**src/rtl/fpu_bus_slave_pkg.sv**
```systemverilog
// Shared FPU definitions: operation codes, host bus address map and the
// bus responder state encoding.
package pa_fpu;

    typedef enum logic [3:0] {
        op_add  = 4'h0,
        op_sub  = 4'h1,
        op_mul  = 4'h2,
        op_div  = 4'h3,
        op_sqrt = 4'h4,
        op_abs  = 4'h5,
        op_neg  = 4'h6,
        op_cmp  = 4'h7
    } e_fpu_operations;

    localparam logic [3:0] FPU_A0     = 4'h0;
    localparam logic [3:0] FPU_A1     = 4'h1;
    localparam logic [3:0] FPU_A2     = 4'h2;
    localparam logic [3:0] FPU_A3     = 4'h3;
    localparam logic [3:0] FPU_B0     = 4'h4;
    localparam logic [3:0] FPU_B1     = 4'h5;
    localparam logic [3:0] FPU_B2     = 4'h6;
    localparam logic [3:0] FPU_B3     = 4'h7;
    localparam logic [3:0] FPU_OP     = 4'h8;
    localparam logic [3:0] FPU_START  = 4'h9;
    localparam logic [3:0] FPU_RES0   = 4'h9;
    localparam logic [3:0] FPU_RES1   = 4'hA;
    localparam logic [3:0] FPU_RES2   = 4'hB;
    localparam logic [3:0] FPU_RES3   = 4'hC;
    localparam logic [3:0] FPU_STATUS = 4'hD;

    typedef enum logic [1:0] {
        ST_IDLE = 2'd0,
        ST_RUN  = 2'd1,
        ST_DONE = 2'd2
    } e_fpu_bus_state;

endpackage

```
**src/rtl/fpu_bus_slave.sv**
```systemverilog
// Host bus responder for the FPU core: operand/op registers, start pulse,
// result capture and cmd_end/end_ack completion handshake.
//
// state   | meaning
// --------+---------------------------------------------------------------
// ST_IDLE | waiting for host; operand/op writes accepted, 0x9 starts core
// ST_RUN  | core busy; register writes locked out, waiting for core_done
// ST_DONE | result captured, cmd_end high until host raises end_ack
module fpu_bus_slave
    import pa_fpu::*;
(
    input  logic        clk,
    input  logic        arst,
    input  logic [7:0]  databus_in,
    output logic [7:0]  databus_out,
    input  logic [3:0]  addr,
    input  logic        cs,
    input  logic        rd,
    input  logic        wr,
    input  logic        end_ack,
    output logic        cmd_end,
    output logic        busy,
    output logic [3:0]  core_op,
    output logic [31:0] core_a,
    output logic [31:0] core_b,
    output logic        core_start,
    input  logic [31:0] core_result,
    input  logic        core_done
);

    e_fpu_bus_state state;
    logic [31:0]    a_reg;
    logic [31:0]    b_reg;
    logic [31:0]    res_reg;
    logic [3:0]     op_reg;
    logic           wr_prev;
    logic           wr_commit;
    logic [7:0]     rd_data;

    // A held-low strobe commits once: only the cycle where wr has just fallen.
    assign wr_commit = !cs && !wr && wr_prev;

    assign core_a  = a_reg;
    assign core_b  = b_reg;
    assign core_op = op_reg;

    // Read data selection from the current register contents.
    always_comb begin
        rd_data = 8'h00;
        case (addr)
            FPU_A0, FPU_A1, FPU_A2, FPU_A3: rd_data = a_reg[{addr[1:0], 3'b000} +: 8];
            FPU_B0, FPU_B1, FPU_B2, FPU_B3: rd_data = b_reg[{addr[1:0], 3'b000} +: 8];
            FPU_OP:     rd_data = {4'h0, op_reg};
            FPU_RES0:   rd_data = res_reg[7:0];
            FPU_RES1:   rd_data = res_reg[15:8];
            FPU_RES2:   rd_data = res_reg[23:16];
            FPU_RES3:   rd_data = res_reg[31:24];
            FPU_STATUS: rd_data = {6'b0, cmd_end, busy};
            default:    rd_data = 8'h00;
        endcase
    end

    // Strobe history and registered read port (one cycle read latency).
    always_ff @(posedge clk) begin
        if (!arst) begin
            wr_prev     <= 1'b1;
            databus_out <= 8'h00;
        end else begin
            wr_prev     <= wr;
            databus_out <= (!cs && !rd) ? rd_data : 8'h00;
        end
    end

    // Sequencing FSM with operand/op/result registers and registered flags.
    always_ff @(posedge clk) begin
        if (!arst) begin
            state      <= ST_IDLE;
            a_reg      <= 32'h0;
            b_reg      <= 32'h0;
            res_reg    <= 32'h0;
            op_reg     <= 4'h0;
            busy       <= 1'b0;
            cmd_end    <= 1'b0;
            core_start <= 1'b0;
        end else begin
            core_start <= 1'b0;
            unique case (state)
                ST_IDLE: begin
                    if (wr_commit) begin
                        case (addr)
                            FPU_A0, FPU_A1, FPU_A2, FPU_A3:
                                a_reg[{addr[1:0], 3'b000} +: 8] <= databus_in;
                            FPU_B0, FPU_B1, FPU_B2, FPU_B3:
                                b_reg[{addr[1:0], 3'b000} +: 8] <= databus_in;
                            FPU_OP:
                                op_reg <= databus_in[3:0];
                            FPU_START: begin
                                state      <= ST_RUN;
                                core_start <= 1'b1;
                                busy       <= 1'b1;
                            end
                            default: ;
                        endcase
                    end
                end
                ST_RUN: begin
                    if (core_done) begin
                        state   <= ST_DONE;
                        res_reg <= core_result;
                        busy    <= 1'b0;
                        cmd_end <= 1'b1;
                    end
                end
                ST_DONE: begin
                    // A start strobe coinciding with the ack is deliberately dropped.
                    if (end_ack) begin
                        state   <= ST_IDLE;
                        cmd_end <= 1'b0;
                    end
                end
                default: state <= ST_IDLE;
            endcase
        end
    end

endmodule

```
**config.mk**
```make
export PLATFORM = sky130hd
export DESIGN_NAME = fpu_bus_slave
export DESIGN_NICKNAME = d
export VERILOG_FILES = /design/src/rtl/fpu_bus_slave_pkg.sv /design/src/rtl/fpu_bus_slave.sv
export SDC_FILE = /design/constraint.sdc
export NUM_CORES = 1
export LEC_CHECK = 0
export BUFFER_PORTS_ARGS = -buffer_cell sky130_fd_sc_hd__buf_2
export CAP_MARGIN = 20
export CELL_PAD_IN_SITES_DETAIL_PLACEMENT = 0
export CELL_PAD_IN_SITES_GLOBAL_PLACEMENT = 2
export CORE_ASPECT_RATIO = 0.6
export CORE_MARGIN = 2
export CORE_UTILIZATION = 34
export CTS_CLUSTER_DIAMETER = 120
export CTS_CLUSTER_SIZE = 20
export DETAILED_ROUTE_END_ITERATION = 12
export HOLD_SLACK_MARGIN = 0.02
export PLACE_DENSITY = 0.93
export SETUP_SLACK_MARGIN = 0.3
export SYNTH_ARGS = -nofsm -noshare
export SYNTH_HDL_FRONTEND = slang
export SYNTH_SLANG_ARGS = --single-unit
```
**constraint.sdc**
```tcl
create_clock -name clk -period 5.6 [get_ports clk]
set_input_delay 1.12 -clock clk [delete_from_list [all_inputs] [get_ports clk]]
set_output_delay 1.12 -clock clk [all_outputs]
set_load 0.02 [all_outputs]
```
After elaboration in Yosys (flattened, before gate mapping)
Index checks and enable logic that the tools add are counted.
{"block": "word_totals", "register_bits": 114, "input_bits": 51, "out_inout_bits": 79, "word_cells": 71}
{"block": "op_classes", "n_addsub": 1, "eq_ne": 19, "shifts": 4, "n_mux": 16, "reduce_logical": 21}
{"cell": "$bwmux 32", "n": 2}
{"cell": "$pmux 8 s8", "n": 1}
{"cell": "$shiftx 32x6->8", "n": 2}
{"cell": "$shift 8x7->32 const A", "n": 1}
{"cell": "$shiftx 8x7->32", "n": 1}
{"cell": "$eq 4x4->1 const B", "n": 6}
{"cell": "$eq 4x3->1 const B", "n": 4}
{"cell": "$reduce_and 3->1", "n": 5}
{"cell": "$eq 4x2->1 const B", "n": 2}
{"cell": "$mux 2", "n": 4}
{"cell": "$reduce_and 4->1", "n": 2}
{"cell": "$reduce_or 4->1", "n": 2}
{"cell": "$neg 5->7", "n": 1}
{"cell": "$mux 1", "n": 6}
{"cell": "$ne 2x2->1 const B", "n": 3}
{"cell": "$pmux 2 s3", "n": 1}
{"cell": "$eq 4x1->1 const B", "n": 1}
{"cell": "$logic_not 4->1", "n": 1}
{"cell": "$pmux 1 s2", "n": 2}
{"cell": "$reduce_and 2->1", "n": 2}
{"cell": "$reduce_bool 2->1", "n": 2}
{"cell": "$logic_and 1x1->1", "n": 3}
{"cell": "$logic_not 1->1", "n": 3}
{"cell": "$eq 2x1->1 const B", "n": 1}
{"cell": "3 further kinds", "n": 3}

Depth between registers and ports, before layout
Gate-level depths: netlist of the first run.
{"block": "depth", "word_depth": 5, "mapped_depth": 11, "mapped_depth_nobuf": 6}

Least setup slack after synthesis of the first run
No wires, ideal clock.
{"block": "synth_timing", "path_kind": "input port to flip-flop", "start": "in addr[0]", "end": "reg databus_out[3]", "setup_ns": 0.122, "arrival_ns": 3.299, "required_ns": 5.478, "setup_slack_ns": 2.179, "cell_stages": 9, "path_buffers": 3, "path_cell_list": "buf_2 -> buf_2 -> inv_1 -> ha_1 -> or4_1 -> buf_2 -> nand2_1 -> mux4_2 -> a311o_1"}
{"block": "synth_via", "elab_chain_len": 3, "elab_cells_between_ends": 19, "cone_classes": "eq/ne: 13; shift: 2; mux: 1; reduce/logical: 3"}
{"item": "from (decl)", "line_no": "fpu_bus_slave.sv:16", "source": "input logic [3:0] addr,"}
{"item": "branches (longest 2 deep; another with $shiftx 32x6->8)"}
{"item": "$pmux 8 s8 *", "line_no": "fpu_bus_slave.sv:50", "source": "case (addr)"}
{"item": "to (signal assigned)", "line_no": "fpu_bus_slave.sv:70", "source": "databus_out <= (!cs && !rd) ? rd_data : 8'h00;"}
{"item": "to (decl)", "line_no": "fpu_bus_slave.sv:15", "source": "output logic [7:0] databus_out,"}
Every way passes the cells marked *.
A chain may end at the register's enable or synchronous reset.

Worst setup path in the final report of the first run
{"block": "layout_timing", "start": "in addr[1]", "end": "reg b_reg[5] (netlist: core_b[5])"}
{"block": "layout_via", "elab_chain_len": 3, "elab_cells_between_ends": 10, "cone_classes": "add/sub: 1; eq/ne: 4; shift: 2; mux: 1; reduce/logical: 2"}
{"item": "$neg 5->7 / $eq 4x3->1 (equally long branches)", "line_no": "fpu_bus_slave.sv:94, fpu_bus_slave.sv:90"}
{"item": "$shiftx 8x7->32 (tied with other cells)", "line_no": "fpu_bus_slave.sv:94", "source": "b_reg[{addr[1:0], 3'b000} +: 8] <= databus_in;"}
{"item": "$bwmux 32 / $reduce_and 3->1 (equally long branches)"}
{"item": "to (signal, indexed assignment)", "line_no": "fpu_bus_slave.sv:94"}
{"item": "to (decl)", "line_no": "fpu_bus_slave.sv:33", "source": "logic [31:0] b_reg;"}
Parallel ways exist; a longest one is shown, timed or not.

==> qor.yml, run 1 <==
status:
  status: "finished, final reports clean"
setup_path:
  crit_path_start_kind: "primary input"
  cp-end-kind: "flop"
  critPathKind: "primary input to flop"
  slowest_delay_ns: 0.83
  critPathTopFamily: "simple AND/OR/NAND/NOR gates"
  crit_fanout: 21
  cp_num_buf_inv: 2
  path_cells: "buf_2 -> ha_1 -> or4_1 -> and4_1 -> buf_4 -> nand4_1 -> a21boi_1"
  slowest_stage: "ha_1"
  arrival_ns: 4.07
  cp_data_required_time_ns: 5.94
timing:
  slew_viol_final: 0
  slew_headroom_pct: 31.0
  period_minus_slack_ns: 3.73
  finClkSkew_ns: 0.00609
  worstMarginPinSlew_ns: 1.03
  rsz0062_at_grt: "no"
  max_freq_mhz: 268
  hold_slack_ns: 0.465
  tns_ns: 0
  fin_crit_sh_pct: 66.6
  hold_viol_final: 0
  finalSetupViolCount: 0
logic_synthesis:
  seq_area_frac_synth_pct: 42.4
  synthTopCellsByArea: "dfxtp_1, a21boi_0, nand2_1"
  synth-edff-count: 0
  syn_area_um2: 5380
  synth.distinct_cells: 48
  synth_largest_area_cell: "dfxtp_1"
  synth-main-ff-cell: "dfxtp_1"
  syn_nets: 659
  synth_top_area_share_pct: 42.4
  syn_inst: 603
  synth_seq_cells: 114
  synth_warnings: 0
  synth_area_per_cell_um2: 8.92
  synthArstFlopShare_pct: 0
clock_network:
  post_cts_resized: 0
  cts.sinks: 114
  hold_buffers: 0
  clock_latency_ns: 0.41
  htreeDepth: 4
  tritoncts: "done"
  ctsLongestPathBuffers: 2
  cts_setup_buffers: 0
  cts-root-buf: "clkbuf_16"
  cts_buffers: 17
  clkSlewWorstSetupHoldPaths_ns: 0.05
final_layout:
  drive_gt1_share_pct: 24.8
  final_area_um2: 6790
  final_cells: 925
  fill_cells: 1535
  n_antenna_cell: 0
  area_delta_synth_final_pct: 26.3
  num-nets-final: 765
power:
  ir_drop_mv: 0.176
  p_leak_nw: 2.77
  p_int_mw: 1.63
  p_switching_mw: 0.469
  clkPwrFrac_pct: 54.8
  p_per_area_nw_per_um2: 310
  p_comb_share_pct: 6.4
  seqPwrFrac_pct: 38.8
  switching_share_pct: 22.3
  power_mw: 2.10
detailed_routing:
  dr.pass1.iters: 5
  route.detailed.drc: 0
  vias: 5219
  avgViaCountPerCell: 5.64
  antenna_left: 0
  wirelength_mm: 18.7
  drt_iter0_markers: 559
  wl_per_cell_um: 20.2
die:
  placementRows: 35
  initial_utilization_pct: 34.9
  design.die.area_um2: 16900
  core_area_um2: 15400
  die_x_um: 166
  floorplan.io_pins: 130
  die_h_um: 101
hold_path:
  holdCritPathClass: "flop to flop"
place:
  gp_congestion: 0.902
  place_hpwl_mm: 13.6
  place_inst: 892
  io_buffers: 129
  dpl_cell_area_um2: 6130
run:
  max-cap-violations: 0
global_routing:
  grt_max_degree: 54
  overflow: 0
  grt_first_pass_wirelength_mm: 28.8
  grt_antenna_before_repair: 1
  grt_pass1_vias: 5100
  grt_use_total_pct: 22.1
==> power groups by stage <==
| stage | Clock, mW | Sequential, mW | Combinational, mW |
|---|---|---|---|
| 5_1_grt | 1.20 | 0.816 | 0.146 |
| 2_1_floorplan | 0 | 0.835 | 0.0769 |
| 6_report | 1.15 | 0.816 | 0.135 |
| 3_5_place_dp | 0 | 0.833 | 0.132 |
| 4_1_cts | 1.16 | 0.816 | 0.132 |
| 3_3_place_gp | 0 | 0.833 | 0.128 |
==> kinds of logic after synthesis <==
logic type | share of synthesized area [%]
AO/OA/AOI/OAI | 23.5
buffers and inverters | 4.35
flip-flops | 42.4
AND/OR/NAND/NOR | 20.3
adder cells (fa/ha/maj) | 1.16
multiplexers | 8.19
==> metal layers <==
layer,GRT usage [%],part of all wire [%]
met1,31.6,48
met2,31.4,40
met3,7.74,10
met4,6.30,1.5
met5,0,0.070
==> final timing paths <==
path	start	end	slack, ns	depth (start not counted)
setup / recovery	addr[1]	core_b[5]	1.87	7
hold / removal	res_reg[14]	res_reg[14]	0.47	2
setup reg to reg	wr_prev	core_b[5]	3.32	5
hold reg to reg	res_reg[14]	res_reg[14]	0.47	2
==> layout by cell type, fill, tap and decap left out, types with 3 or more instances in the layout <==
cell type and n:
clkbuf_16 17, a222oi_1 4, nand2_1 80, inv_1 6, and2_1 19, clkinv_2 4
a21boi_0 58, mux4_2 8, mux2i_1 26, nor2b_1 24, nor3b_1 4, buf_4 8
o21ai_0 47, nand4_1 28, a211oi_1 4, nand3_1 26, and3_1 11, dfxtp_1 114
bufinv_16 4, o211ai_1 4, o32ai_1 3, nor2_1 7, buf_2 129, a22oi_1 10
a22o_1 8, and4_1 5, clkbuf_8 3, ha_1 5, a21oi_1 5, a21boi_1 16
a2111oi_0 5, o2111ai_1 4
==> area by class of cell <==
class                           instances  area, um2  area share, %
Clock inverter                         10        155           2.28
Tap cell                              203        254           3.74
Clock buffer                           22        474           6.98
Timing Repair Buffer                  138        733           10.8
Inverter                                8       30.0          0.442
Multi-Input combinational cell        430       2860           42.1
Sequential cell                       114       2280           33.6
==> per-stage QoR <==
| stage | utilization, % | worst slack [ns] |
|---|---|---|
| finish | 44.1 | 1.87 |
| global route | 44.1 | 1.70 |
| CTS | 43.9 | 1.98 |
| global placement | 39.8 | 1.78 |
| detailed placement | 39.8 | 1.59 |
| floorplan | - | 2.18 |
==> tightest hold or removal path, cell delays in order (launching register included) <==
cell and delay, ns:
dfxtp_1 0.31, nand2_1 0.05, a21boi_0 0.06
==> synthesized netlist by cell type (2+ instances only) <==
library cell	number
o21ai_0	47
nand2_1	80
a22oi_1	10
o211ai_1	4
nand3_1	26
a31oi_1	2
and2_1	19
nor3b_1	4
a211oi_1	4
and4_1	5
and3_1	11
clkbuf_1	42
a22o_1	8
nor2b_1	24
buf_1	4
nand4_1	28
inv_1	6
mux2i_1	26
ha_1	5
a21boi_0	58
mux4_2	8
a222oi_1	4
buf_2	4
nor2_1	7
o2111ai_1	4
nor3_1	2
dfxtp_1	114
a2111oi_0	5
o32ai_1	3
a21boi_1	16
a311o_1	2
a21oi_1	5
Note: power is estimated with default switching activity, not from simulation.
==> run 2: changes to the inputs <==
--- a/config.mk
+++ b/config.mk
@@ -11,12 +11,12 @@
 export CELL_PAD_IN_SITES_GLOBAL_PLACEMENT = 2
 export CORE_ASPECT_RATIO = 0.6
 export CORE_MARGIN = 2
-export CORE_UTILIZATION = 34
+export CORE_UTILIZATION = 32
 export CTS_CLUSTER_DIAMETER = 120
 export CTS_CLUSTER_SIZE = 20
 export DETAILED_ROUTE_END_ITERATION = 12
 export HOLD_SLACK_MARGIN = 0.02
-export PLACE_DENSITY = 0.93
+export PLACE_DENSITY = 0.88
 export SETUP_SLACK_MARGIN = 0.3
 export SYNTH_ARGS = -nofsm -noshare
 export SYNTH_HDL_FRONTEND = slang
==> constraint.sdc (replaced) <==
create_clock -name clk -period 3.6 [get_ports clk]
set_input_delay 0.72 -clock clk [delete_from_list [all_inputs] [get_ports clk]]
set_output_delay 0.72 -clock clk [all_outputs]
set_load 0.02 [all_outputs]
==> run 2 against run 1 <==
Cell count increased by 3.7%. Global-route usage decreased by 0.39 points. Final area increased by 2.1%. Routed wire length increased by 3.2%. Worst hold slack improved by 0.00056 ns. Critical path type unchanged. Register-to-register slack got worse by 1.7 ns.
==> qor.yml, run 2 (synthesis gave the netlist of run 1 again) <==
status:
  status: "finished, final reports clean"
die:
  die_h_um: 104  # +3.0%
  floorplan.io_pins: 130  # unchanged
  core_area_um2: 16400  # +6.1%
  die_x_um: 171  # +3.0%
  placementRows: 36  # +2.9%
  design.die.area_um2: 17900  # +6.0%
  initial_utilization_pct: 32.9  # -2.0 points
setup_path:
  slowest_delay_ns: 0.76  # -0.07 ns
  cp_data_required_time_ns: 3.89  # -2.05 ns
  reg2reg_setup_slack_ns: 1.57  # -1.75 ns
  crit_path_start_kind: "primary input"
  cp_num_buf_inv: 2  # unchanged
  arrival_ns: 3.42  # -0.65 ns
  critPathTopFamily: "simple AND/OR/NAND/NOR gates"
  slowest_stage: "or4_1"
  critPathCapture: "databus_out[3]"
  r2r-start: "state[0]"
  critical_path.startpoint: "addr[1]"
  critPathKind: "primary input to flop"
  r2r_end: "core_a[27]"
  ff2ff_path_depth: 4  # -1
  crit_fanout: 16  # -24%
  cp-end-kind: "flop"
  path_depth: 7  # unchanged
  path_cells: "buf_2 -> clkinv_1 -> ha_1 -> or4_1 -> nand2_1 -> mux4_2 -> a311o_1"
final_layout:
  fill_cells: 1643  # +7.0%
  multiInputGateArea_um2: 2860  # unchanged
  n_antenna_cell: 0  # unchanged
  final_area_um2: 6930  # +2.1%
  post-route-util_pct: 42.4  # -1.7 points
  num-nets-final: 774  # +1.2%
  regArea_um2: 2280  # unchanged
  mostFrequentLayoutCell: "buf_2"
  drive_gt1_share_pct: 25.9  # +1.1 points
  area_delta_synth_final_pct: 28.9
  layout_common_cells: "buf_2, dfxtp_1, nand2_1, a21boi_0, o21ai_0"
clock_network:
  tritoncts: "done"
  cts_buffers: 17  # unchanged
  cts.sinks: 114  # unchanged
  clock_latency_ns: 0.41  # about the same
  cts-root-buf: "clkbuf_16"
  htreeDepth: 4  # unchanged
  clkSlewWorstSetupHoldPaths_ns: 0.05  # about the same
  hold_buffers: 0  # unchanged
  ctsLongestPathBuffers: 2  # unchanged
  cts_setup_buffers: 0  # unchanged
  post_cts_resized: 0  # unchanged
timing:
  hold_slack_ns: 0.466  # +0.000562 ns
  finClkSkew_ns: 0.0106  # +0.00451 ns
  period_minus_slack_ns: 3.14
  finalSetupViolCount: 0  # unchanged
  tns_ns: 0  # unchanged
  slew_headroom_pct: 54.7  # +24 points
  rsz0062_at_grt: "no"
  fin_crit_sh_pct: 87.2
  max_freq_mhz: 319
  slew_viol_final: 0  # unchanged
  hold_viol_final: 0  # unchanged
  worstMarginPinSlew_ns: 0.677  # -0.351 ns
power:
  power_mw: 3.35  # +59%
  p_leak_nw: 2.82  # +2.1%
  ir_drop_mv: 0.323  # +83%
  p_per_area_nw_per_um2: 483  # +56%
place:
  gp_congestion: 0.912  # +1.1%
  dpl_cell_area_um2: 6220  # +1.5%
  place_hpwl_mm: 14.1  # +3.3%
  io_buffers: 129  # unchanged
detailed_routing:
  antenna_left: 0  # unchanged
  vias: 5272  # +1.0%
  wl_met1_mm: 9.20  # +2.6%
  met3_length_mm: 1.90  # +1.5%
  top_layer_used: "met4"
  wirelength_mm: 19.3  # +3.2%
  met2_length_mm: 7.91  # +5.2%
  wl_per_cell_um: 20.1  # -0.45%
  route.detailed.drc: 0  # unchanged
  dr.pass1.iters: 5  # unchanged
  avgViaCountPerCell: 5.50  # -2.6%
  drt_iter0_markers: 457  # -18%
global_routing:
  grt_max_degree: 44  # -19%
  grt_first_pass_wirelength_mm: 29.6  # +2.7%
  grt_pass1_vias: 5102  # +0.039%
  grt_use_total_pct: 21.7  # -0.39 points
  overflow: 0  # unchanged
  grt_antenna_before_repair: 0  # -1
run:
  max-cap-violations: 0  # unchanged
hold_path:
  holdCritPathClass: "flop to flop"
  hold_depth: 2  # unchanged
[run 2: layout make-up]
type	count	share of cell area, %
clock inverters	13	3.01
well taps	228	4.12
flip-flops and latches	114	32.9
multi-input cells	430	41.3
repair buffers	147	11.8
clock buffers	19	6.39
inverters	8	0.433
[run 2: worst min-delay path by stage]
stage | start | endpoint
3_3_place_gp | res_reg[26] | res_reg[26]
6_report | res_reg[29] | res_reg[29]
5_1_grt | res_reg[29] | res_reg[29]
3_5_place_dp | res_reg[29] | res_reg[29]
2_1_floorplan | res_reg[12] | res_reg[12]
4_1_cts | res_reg[29] | res_reg[29]
[run 2: where the power goes]
part           leakage [nW]  switching, mW  internal [mW]
clock                 0.309          0.616           1.25
sequential            0.918        0.00277           1.27
combinational          1.60          0.145         0.0741
[run 2: per-layer routing]
metal  track usage, %  vias up
met5                0        -
met4             5.87        0
met3             7.08       25
met2             30.8      247
met1             31.3     2562
li1                 -     2438
[run 2: worst register-to-register path: cells and delay by family (launching register included)]
| kind | cells | cell delay, ns |
|---|---|---|
| flip-flops | 1 | 0.37 |
| AND/OR/NAND/NOR | 3 | 1.21 |
| multiplexers | 1 | 0.35 |
[run 2: through the flow]
stage / setup slack [ns] / cells
after floorplan: 0.579 / 603
after global placement: 0.270 / 925
after detailed placement: 0.116 / 925
after CTS: 0.534 / 957
after global routing: 0.337 / 959
final: 0.462 / 959
